### src/rtl/nibble_word_packer_pkg.sv
// Shared sizing and state encoding for the nibble-to-word packer.
package nib_pack_pkg;
  localparam int NIB_W      = 4;
  localparam int NUM_NIBS   = 4;
  localparam int FIFO_DEPTH = 2;

  localparam int WORD_W = NIB_W * NUM_NIBS;
  localparam int CNT_W  = $clog2(NUM_NIBS + 1);
  localparam int LVL_W  = $clog2(FIFO_DEPTH + 1);

  typedef enum logic {ACC, FLUSH_PEND} state_e;
endpackage

### src/rtl/nibble_word_packer_if.sv
// Nibble-in / word-out handshake bundle; slave is the packer's view.
interface nibble_word_packer_if;
  import nib_pack_pkg::*;

  logic              nib_valid;
  logic [NIB_W-1:0]  nib_data;
  logic              nib_ready;
  logic              flush;
  logic              word_valid;
  logic [WORD_W-1:0] word_data;
  logic [CNT_W-1:0]  word_count;
  logic              word_ready;
  logic [LVL_W-1:0]  fifo_level;

  modport slave (
    input  nib_valid, nib_data, flush, word_ready,
    output nib_ready, word_valid, word_data, word_count, fifo_level
  );

  modport master (
    output nib_valid, nib_data, flush, word_ready,
    input  nib_ready, word_valid, word_data, word_count, fifo_level
  );
endinterface

### src/rtl/nibble_word_packer_fifo.sv
// Small synchronous FIFO for completed words; simultaneous push/pop keeps level.
module nib_word_fifo #(
  parameter int W     = 19,
  parameter int DEPTH = 2
) (
  input  logic                         clk,
  input  logic                         rst_n,
  input  logic                         push,
  input  logic [W-1:0]                 wdata,
  input  logic                         pop,
  output logic [W-1:0]                 rdata,
  output logic                         full,
  output logic                         empty,
  output logic [$clog2(DEPTH+1)-1:0]   level
);
  localparam int AW = (DEPTH > 1) ? $clog2(DEPTH) : 1;
  localparam int LW = $clog2(DEPTH + 1);

  logic [DEPTH-1:0][W-1:0] r_mem;
  logic [AW-1:0]           r_wptr, r_rptr;
  logic [LW-1:0]           r_level;
  logic                    w_push, w_pop;

  assign full   = (r_level == LW'(DEPTH));
  assign empty  = (r_level == '0);
  assign level  = r_level;
  assign rdata  = r_mem[r_rptr];
  assign w_push = push & ~full;
  assign w_pop  = pop & ~empty;

  // Storage is cleared on reset so the head reads zero while empty after reset.
  always_ff @(posedge clk or negedge rst_n) begin
    if (!rst_n) begin
      r_mem   <= '0;
      r_wptr  <= '0;
      r_rptr  <= '0;
      r_level <= '0;
    end else begin
      if (w_push) begin
        r_mem[r_wptr] <= wdata;
        r_wptr        <= r_wptr + AW'(1);
      end
      if (w_pop) r_rptr <= r_rptr + AW'(1);
      case ({w_push, w_pop})
        2'b10:   r_level <= r_level + LW'(1);
        2'b01:   r_level <= r_level - LW'(1);
        default: r_level <= r_level;
      endcase
    end
  end
endmodule

### src/rtl/nibble_word_packer.sv
// Packs slicer nibbles LSB-first into words; flush emits a zero-padded partial word.
module nibble_word_packer
  import nib_pack_pkg::*;
(
  input  logic                 clk,
  input  logic                 rst_n,
  nibble_word_packer_if.slave  bus
);
  localparam logic [CNT_W-1:0] LAST_IDX = CNT_W'(NUM_NIBS - 1);

  state_e                         r_state, w_state_nxt;
  logic [NUM_NIBS-1:0][NIB_W-1:0] r_acc, w_word;
  logic [CNT_W-1:0]               r_fill, w_cnt;
  logic                           w_accept, w_last, w_has_data;
  logic                           w_push, w_pop, w_full, w_empty;
  logic [WORD_W+CNT_W-1:0]        w_rdata;

  // No pop look-ahead: a full FIFO blocks the completing nibble even while popping.
  assign bus.nib_ready = rst_n & (r_state == ACC) & ((r_fill < LAST_IDX) | ~w_full);

  assign w_accept   = bus.nib_valid & bus.nib_ready;
  assign w_last     = w_accept & (r_fill == LAST_IDX);
  assign w_cnt      = r_fill + CNT_W'(w_accept);
  assign w_has_data = w_accept | (r_fill != '0);
  assign w_pop      = bus.word_valid & bus.word_ready;

  // Outgoing word: held slots below fill, the nibble arriving now, zeros above.
  always_comb begin
    w_word = '0;
    for (int k = 0; k < NUM_NIBS; k++) begin
      if (CNT_W'(k) < r_fill)                    w_word[k] = r_acc[k];
      else if ((CNT_W'(k) == r_fill) && w_accept) w_word[k] = bus.nib_data;
    end
  end

  always_ff @(posedge clk or negedge rst_n) begin
    if (!rst_n) r_state <= ACC;
    else        r_state <= w_state_nxt;
  end

  always_comb begin
    w_state_nxt = r_state;
    case (r_state)
      ACC:        if (bus.flush & w_has_data & ~w_last & w_full) w_state_nxt = FLUSH_PEND;
      FLUSH_PEND: if (~w_full) w_state_nxt = ACC;
      default:    w_state_nxt = ACC;
    endcase
  end

  always_comb begin
    w_push = 1'b0;
    case (r_state)
      ACC:        w_push = w_last | (bus.flush & w_has_data & ~w_full);
      FLUSH_PEND: w_push = ~w_full;
      default:    w_push = 1'b0;
    endcase
  end

  always_ff @(posedge clk or negedge rst_n) begin
    if (!rst_n) begin
      r_fill <= '0;
      r_acc  <= '0;
    end else if (w_push) begin
      r_fill <= '0;
    end else if (w_accept) begin
      r_fill <= r_fill + CNT_W'(1);
      for (int k = 0; k < NUM_NIBS; k++)
        if (CNT_W'(k) == r_fill) r_acc[k] <= bus.nib_data;
    end
  end

  nib_word_fifo #(
    .W     (WORD_W + CNT_W),
    .DEPTH (FIFO_DEPTH)
  ) u_fifo (
    .clk   (clk),
    .rst_n (rst_n),
    .push  (w_push),
    .wdata ({w_cnt, w_word}),
    .pop   (w_pop),
    .rdata (w_rdata),
    .full  (w_full),
    .empty (w_empty),
    .level (bus.fifo_level)
  );

  assign bus.word_valid = ~w_empty;
  assign bus.word_data  = w_rdata[WORD_W-1:0];
  assign bus.word_count = w_rdata[WORD_W +: CNT_W];
endmodule

### src/flat_wrapper.sv
// flat-port wrapper written by rule: the top's interface ports become plain ports
module nibble_word_packer_flat import nib_pack_pkg::*;
  (clk, rst_n, bus_nib_valid, bus_nib_data, bus_flush, bus_word_ready, bus_nib_ready, bus_word_valid, bus_word_data, bus_word_count, bus_fifo_level);
  nibble_word_packer_if bus_i ();
  input  logic clk;
  input  logic rst_n;
  input wire logic [$bits(bus_i.nib_valid)-1:0] bus_nib_valid;
  input wire logic [$bits(bus_i.nib_data)-1:0] bus_nib_data;
  input wire logic [$bits(bus_i.flush)-1:0] bus_flush;
  input wire logic [$bits(bus_i.word_ready)-1:0] bus_word_ready;
  output wire logic [$bits(bus_i.nib_ready)-1:0] bus_nib_ready;
  output wire logic [$bits(bus_i.word_valid)-1:0] bus_word_valid;
  output wire logic [$bits(bus_i.word_data)-1:0] bus_word_data;
  output wire logic [$bits(bus_i.word_count)-1:0] bus_word_count;
  output wire logic [$bits(bus_i.fifo_level)-1:0] bus_fifo_level;
  assign bus_i.nib_valid = bus_nib_valid;
  assign bus_i.nib_data = bus_nib_data;
  assign bus_i.flush = bus_flush;
  assign bus_i.word_ready = bus_word_ready;
  assign bus_nib_ready = bus_i.nib_ready;
  assign bus_word_valid = bus_i.word_valid;
  assign bus_word_data = bus_i.word_data;
  assign bus_word_count = bus_i.word_count;
  assign bus_fifo_level = bus_i.fifo_level;
  nibble_word_packer u_core (.clk(clk), .rst_n(rst_n), .bus(bus_i));
endmodule
### config.mk
export PLATFORM = sky130hd
export DESIGN_NAME = nibble_word_packer_flat
export DESIGN_NICKNAME = d
export VERILOG_FILES = /design/src/rtl/nibble_word_packer_pkg.sv /design/src/rtl/nibble_word_packer_if.sv /design/src/rtl/nibble_word_packer_fifo.sv /design/src/rtl/nibble_word_packer.sv /design/src/flat_wrapper.sv
export SDC_FILE = /design/constraint.sdc
export NUM_CORES = 1
export LEC_CHECK = 0
export ABC_AREA = 0
export CORE_ASPECT_RATIO = 1.5
export CORE_MARGIN = 10
export CORE_UTILIZATION = 45
export CTS_BUF_LIST = sky130_fd_sc_hd__clkbuf_8
export CTS_CLUSTER_DIAMETER = 30
export DETAILED_ROUTE_END_ITERATION = 12
export GPL_ROUTABILITY_DRIVEN = 0
export PLACE_DENSITY = 0.73
export SYNTH_ARGS = -nofsm -noshare
export SYNTH_HDL_FRONTEND = slang
export SYNTH_SLANG_ARGS = --single-unit
### constraint.sdc
create_clock -name clk -period 2.7 [get_ports clk]
set_input_delay 0.675 -clock clk [delete_from_list [all_inputs] [get_ports clk]]
set_output_delay 0.675 -clock clk [all_outputs]
set_load 0.02 [all_outputs]
==> results by stage <==
Status:
- The flow ran to the end, and the final reports show no timing, DRC or antenna violations.

Logic synthesis:
- The mean area per synthesized cell is 11.3 µm².
- The flip-flop and latch count after synthesis is 62.
- For this run, the leading register cell type out of synthesis is sky130_fd_sc_hd__dfrtp_1.
- The largest total area in the synthesized netlist belongs to sky130_fd_sc_hd__dfrtp_1.
- The commonest cells after synthesis are sky130_fd_sc_hd__dfrtp_1, sky130_fd_sc_hd__mux2_2, sky130_fd_sc_hd__nor2_1.
- Yosys mapped a number of flops with a built-in enable equal to 0.
- The Yosys step of the flow raised 0 warnings.
- The post-synthesis cell area is 2930 µm².
- After synthesis, the share of flip-flops with an asynchronous set or reset is 100%.
- Summed over its instances, the top area cell type makes up 53.0% of the synthesized netlist area.
- Yosys instantiated no cell more often than sky130_fd_sc_hd__dfrtp_1.
- Ranked by total cell area, the synthesized netlist is headed by sky130_fd_sc_hd__dfrtp_1, sky130_fd_sc_hd__mux2_2, sky130_fd_sc_hd__a21oi_1.
- The number of nets handed over by synthesis was 275.
- Synthesis instantiated 36 different standard cells from the library.
- Synthesis handed over a netlist of 259 instances.
- The post-synthesis sequential area ratio is 53.0%.

Clocking:
- The maximum buffer depth of the clock tree is 2.
- The total clock buffers created by CTS is 9.
- The H-tree was split into 3 levels.
- Clock-pin slew was measured on the worst setup and hold paths at 0.07 ns.
- The post-CTS setup buffer count is 0.
- The count of cells resized by post-cts repair is 0.
- Hold repair after CTS inserted 0 buffers.
- The clock sink count is 62.
- TritonCTS built the clock tree.
- The insertion delay of the later-clocked pin in the worst-skew pair is 0.33 ns.
- The root buffer cell is sky130_fd_sc_hd__clkbuf_8.

STA:
- Timing would allow up to 0.388 GHz.
- The total negative setup slack is 0 ns.
- The final cycle utilization of the critical path is 95.5%.
- The worst-margin pin slew is 0.695 ns.
- The tightest hold path in the finished design has a slack of 0.435 ns.
- Across the routed clock network, the largest skew measured is 0.0121 ns.
- The final period demand of the worst path is 2.58 ns.
- The setup-violating endpoint count in the final report is 0.
- The final number of max-transition violations is 0.
- In this run the tightest slew margin relative to its limit is 53.2%.
- The number of hold-slack violations in the final timing report is 0.
- Setup repair after global routing left no endpoint under its margin.
- Across all setup checks in the final design, the least slack found is 0.122 ns.

Power:
- The internal power of the cells is 2.74 mW.
- The switching fraction of total power is 37.7%.
- The cell leakage power is 1.61 nW.
- The share of total power dissipated in combinational logic is 48.2%.
- The clock network burns 16.8% of the power.
- For this design the total switching power over the nets is 1.66 mW.
- The power density over cell area is 1240 nW/µm².
- The sequential cell fraction of total power is 35.0%.
- The total chip power is 4.40 mW.
- The worst-case IR drop observed on VDD is 0.695 mV.

Die:
- The count of standard-cell rows is 35.
- The effective utilization at floorplan is 47.1%.
- The die is 85.9 µm wide.
- The count of boundary I/O pins is 32.
- The overall die height is 119 µm.
- The die area is 10200 µm².
- The floorplan step defined a core boundary enclosing 6220 µm².

Global routing:
- The remaining global-route overflow is 0.
- The first global-routing pass estimated 11000 µm of wire.
- The number of antenna violations at the first check in global routing is 0.
- The number of global-route vias before repair is 2248.
- Global routing used 13.3% of the available tracks across all layers.
- The maximum number of pins on one net before global-route repair is 43.

Worst setup path:
- The worst setup path is captured at an output pin.
- The sort of element at the start of the critical path is a register.
- Data on the critical path arrives at its endpoint at 1.90 ns.
- The critical path required time is 2.03 ns.
- The setup path with the least slack is of type reg -> out.
- Along the worst path, the maximum fanout reaches 18.

Layout:
- Summing all multi-input logic gate instances after layout gives 1320 µm².
- The number of antenna diodes in the final layout is 0.
- The share of the core filled with cells is 57.0%.
- The area growth from synthesis to final layout is 21.1%.
- The layout net count is 318.
- The footprint of the flip-flops and latches is 1550 µm².
- The fill cell instance count of the final layout is 534.
- The post-route netlist has 23.6% of its cells at a drive strength greater than 1.

Route:
- In the routed design, unresolved DRC markers number 0.
- After the first detailed-routing iteration, the DRC count stood at 99.
- Before antenna repair, the detailed router went through 4 iterations.
- After detailed routing, the number of vias per cell comes to 5.57.
- The post-route antenna net violation count is 0.
- The detailed-route wire length per cell is 16.6 µm.
- Summed over all layers, the routed wires come to 6310 µm.
- The vias after detailed routing is 2112.

Placement:
- The port buffer count is 31.
- Detailed placement finished with a half-perimeter wire length of 4610 µm.
- Prior to clock tree synthesis, the placed netlist has a worst setup slack of 0.168 ns.

Job:
- Max-cap violations in this run came to 0.

Hold path:
- The tightest min-delay check is of the in -> async type.
-- sequential cells by signal, indices dropped and copies added, names as in the netlist --
| register | flops |
|---|---|
| u_core.u_fifo.r_mem | 38 |
| u_core.r_acc | 16 |
| u_core.r_fill | 3 |
| u_core.u_fifo.level | 2 |
| u_core.r_state | 1 |
| u_core.u_fifo.r_rptr | 1 |
| u_core.u_fifo.r_wptr | 1 |
-- critical path: stages (launching register included) --
cell and delay, ns:
sky130_fd_sc_hd__dfrtp_1 0.42, sky130_fd_sc_hd__buf_6 0.23, sky130_fd_sc_hd__mux2_2 0.37, sky130_fd_sc_hd__clkdlybuf4s50_1 0.55
-- per-layer routing --
layer  part of all wire, %  up-vias  global-route usage [%]
met5                     0        -                       0
met4                   2.1        0                    6.71
met3                   4.4       10                    3.64
met2                    53       42                    22.1
met1                    41     1042                    14.9
li1                      -     1018                       -
-- stage by stage --
step | cells | area [µm²]
floorplan | 259 | 2930
global placement | 365 | 3370
detailed placement | 365 | 3370
CTS | 379 | 3540
global route | 379 | 3540
finish | 379 | 3540
-- power groups by stage --
stage / sequential [mW] / combinational, mW / clock [mW]
3_5_place_dp: 1.55 / 2.13 / 0
5_1_grt: 1.59 / 2.36 / 0.793
6_report: 1.54 / 2.12 / 0.737
3_3_place_gp: 1.53 / 2.09 / 0
2_1_floorplan: 1.49 / 1.44 / 0
4_1_cts: 1.54 / 2.15 / 0.747
-- worst paths after layout --
path                                                      from                                  end  slack, ns  cells past startpoint
setup / recovery              u_core.u_fifo.r_rptr$_DFFE_PN0P_                     bus_word_data[3]       0.12                      3
hold / removal                                           rst_n  u_core.u_fifo.r_mem[32]$_DFFE_PN0P_       0.43                      2
setup reg to reg                  u_core.r_fill[0]$_DFFE_PN0P_          u_core.r_acc[5]$_DFFE_PN0P_       0.42                      7
hold reg to reg            u_core.u_fifo.r_mem[14]$_DFFE_PN0P_  u_core.u_fifo.r_mem[14]$_DFFE_PN0P_       0.47                      2
max in group asynchronous                                rst_n         u_core.r_acc[13]$_DFFE_PN0P_       1.78                      2
min in group clk           u_core.u_fifo.r_mem[14]$_DFFE_PN0P_  u_core.u_fifo.r_mem[14]$_DFFE_PN0P_       0.47                      2
-- layout make-up --
class / count / share of cell area (%)
Timing Repair Buffer: 42 / 11.1
Tap cell: 74 / 2.61
Sequential cell: 62 / 43.8
Clock buffer: 9 / 3.49
Inverter: 5 / 0.529
Clock inverter: 5 / 1.31
Multi-Input combinational cell: 182 / 37.2
-- cells by family after synthesis --
group | Yosys count | share of synthesized area [%]
AO/OA/AOI/OAI | 66 | 13.8
AND/OR/NAND/NOR | 64 | 10.8
flip-flops | 62 | 53.0
multiplexers | 39 | 15.5
buffers and inverters | 15 | 2.14
adder cells (fa/ha/maj) | 7 | 2.99
XOR/XNOR | 6 | 1.79
-- cells in the final DEF, fill, tap and decap left out, types with 2 or more instances in the layout --
cell and n:
sky130_fd_sc_hd__a21oi_1 22, sky130_fd_sc_hd__buf_4 10, sky130_fd_sc_hd__xnor2_1 4, sky130_fd_sc_hd__o21ai_0 20, sky130_fd_sc_hd__nor3b_1 2, sky130_fd_sc_hd__clkbuf_8 9
sky130_fd_sc_hd__inv_1 7, sky130_fd_sc_hd__a22oi_1 12, sky130_fd_sc_hd__dfrtp_1 62, sky130_fd_sc_hd__clkdlybuf4s50_1 29, sky130_fd_sc_hd__nor2_1 24, sky130_fd_sc_hd__a32oi_1 4
sky130_fd_sc_hd__mux2_4 4, sky130_fd_sc_hd__nand3_1 4, sky130_fd_sc_hd__ha_1 7, sky130_fd_sc_hd__xor2_1 2, sky130_fd_sc_hd__mux2_2 35, sky130_fd_sc_hd__nand2_1 20
sky130_fd_sc_hd__nor3_1 4
Note: power is estimated with default switching activity, not from simulation.
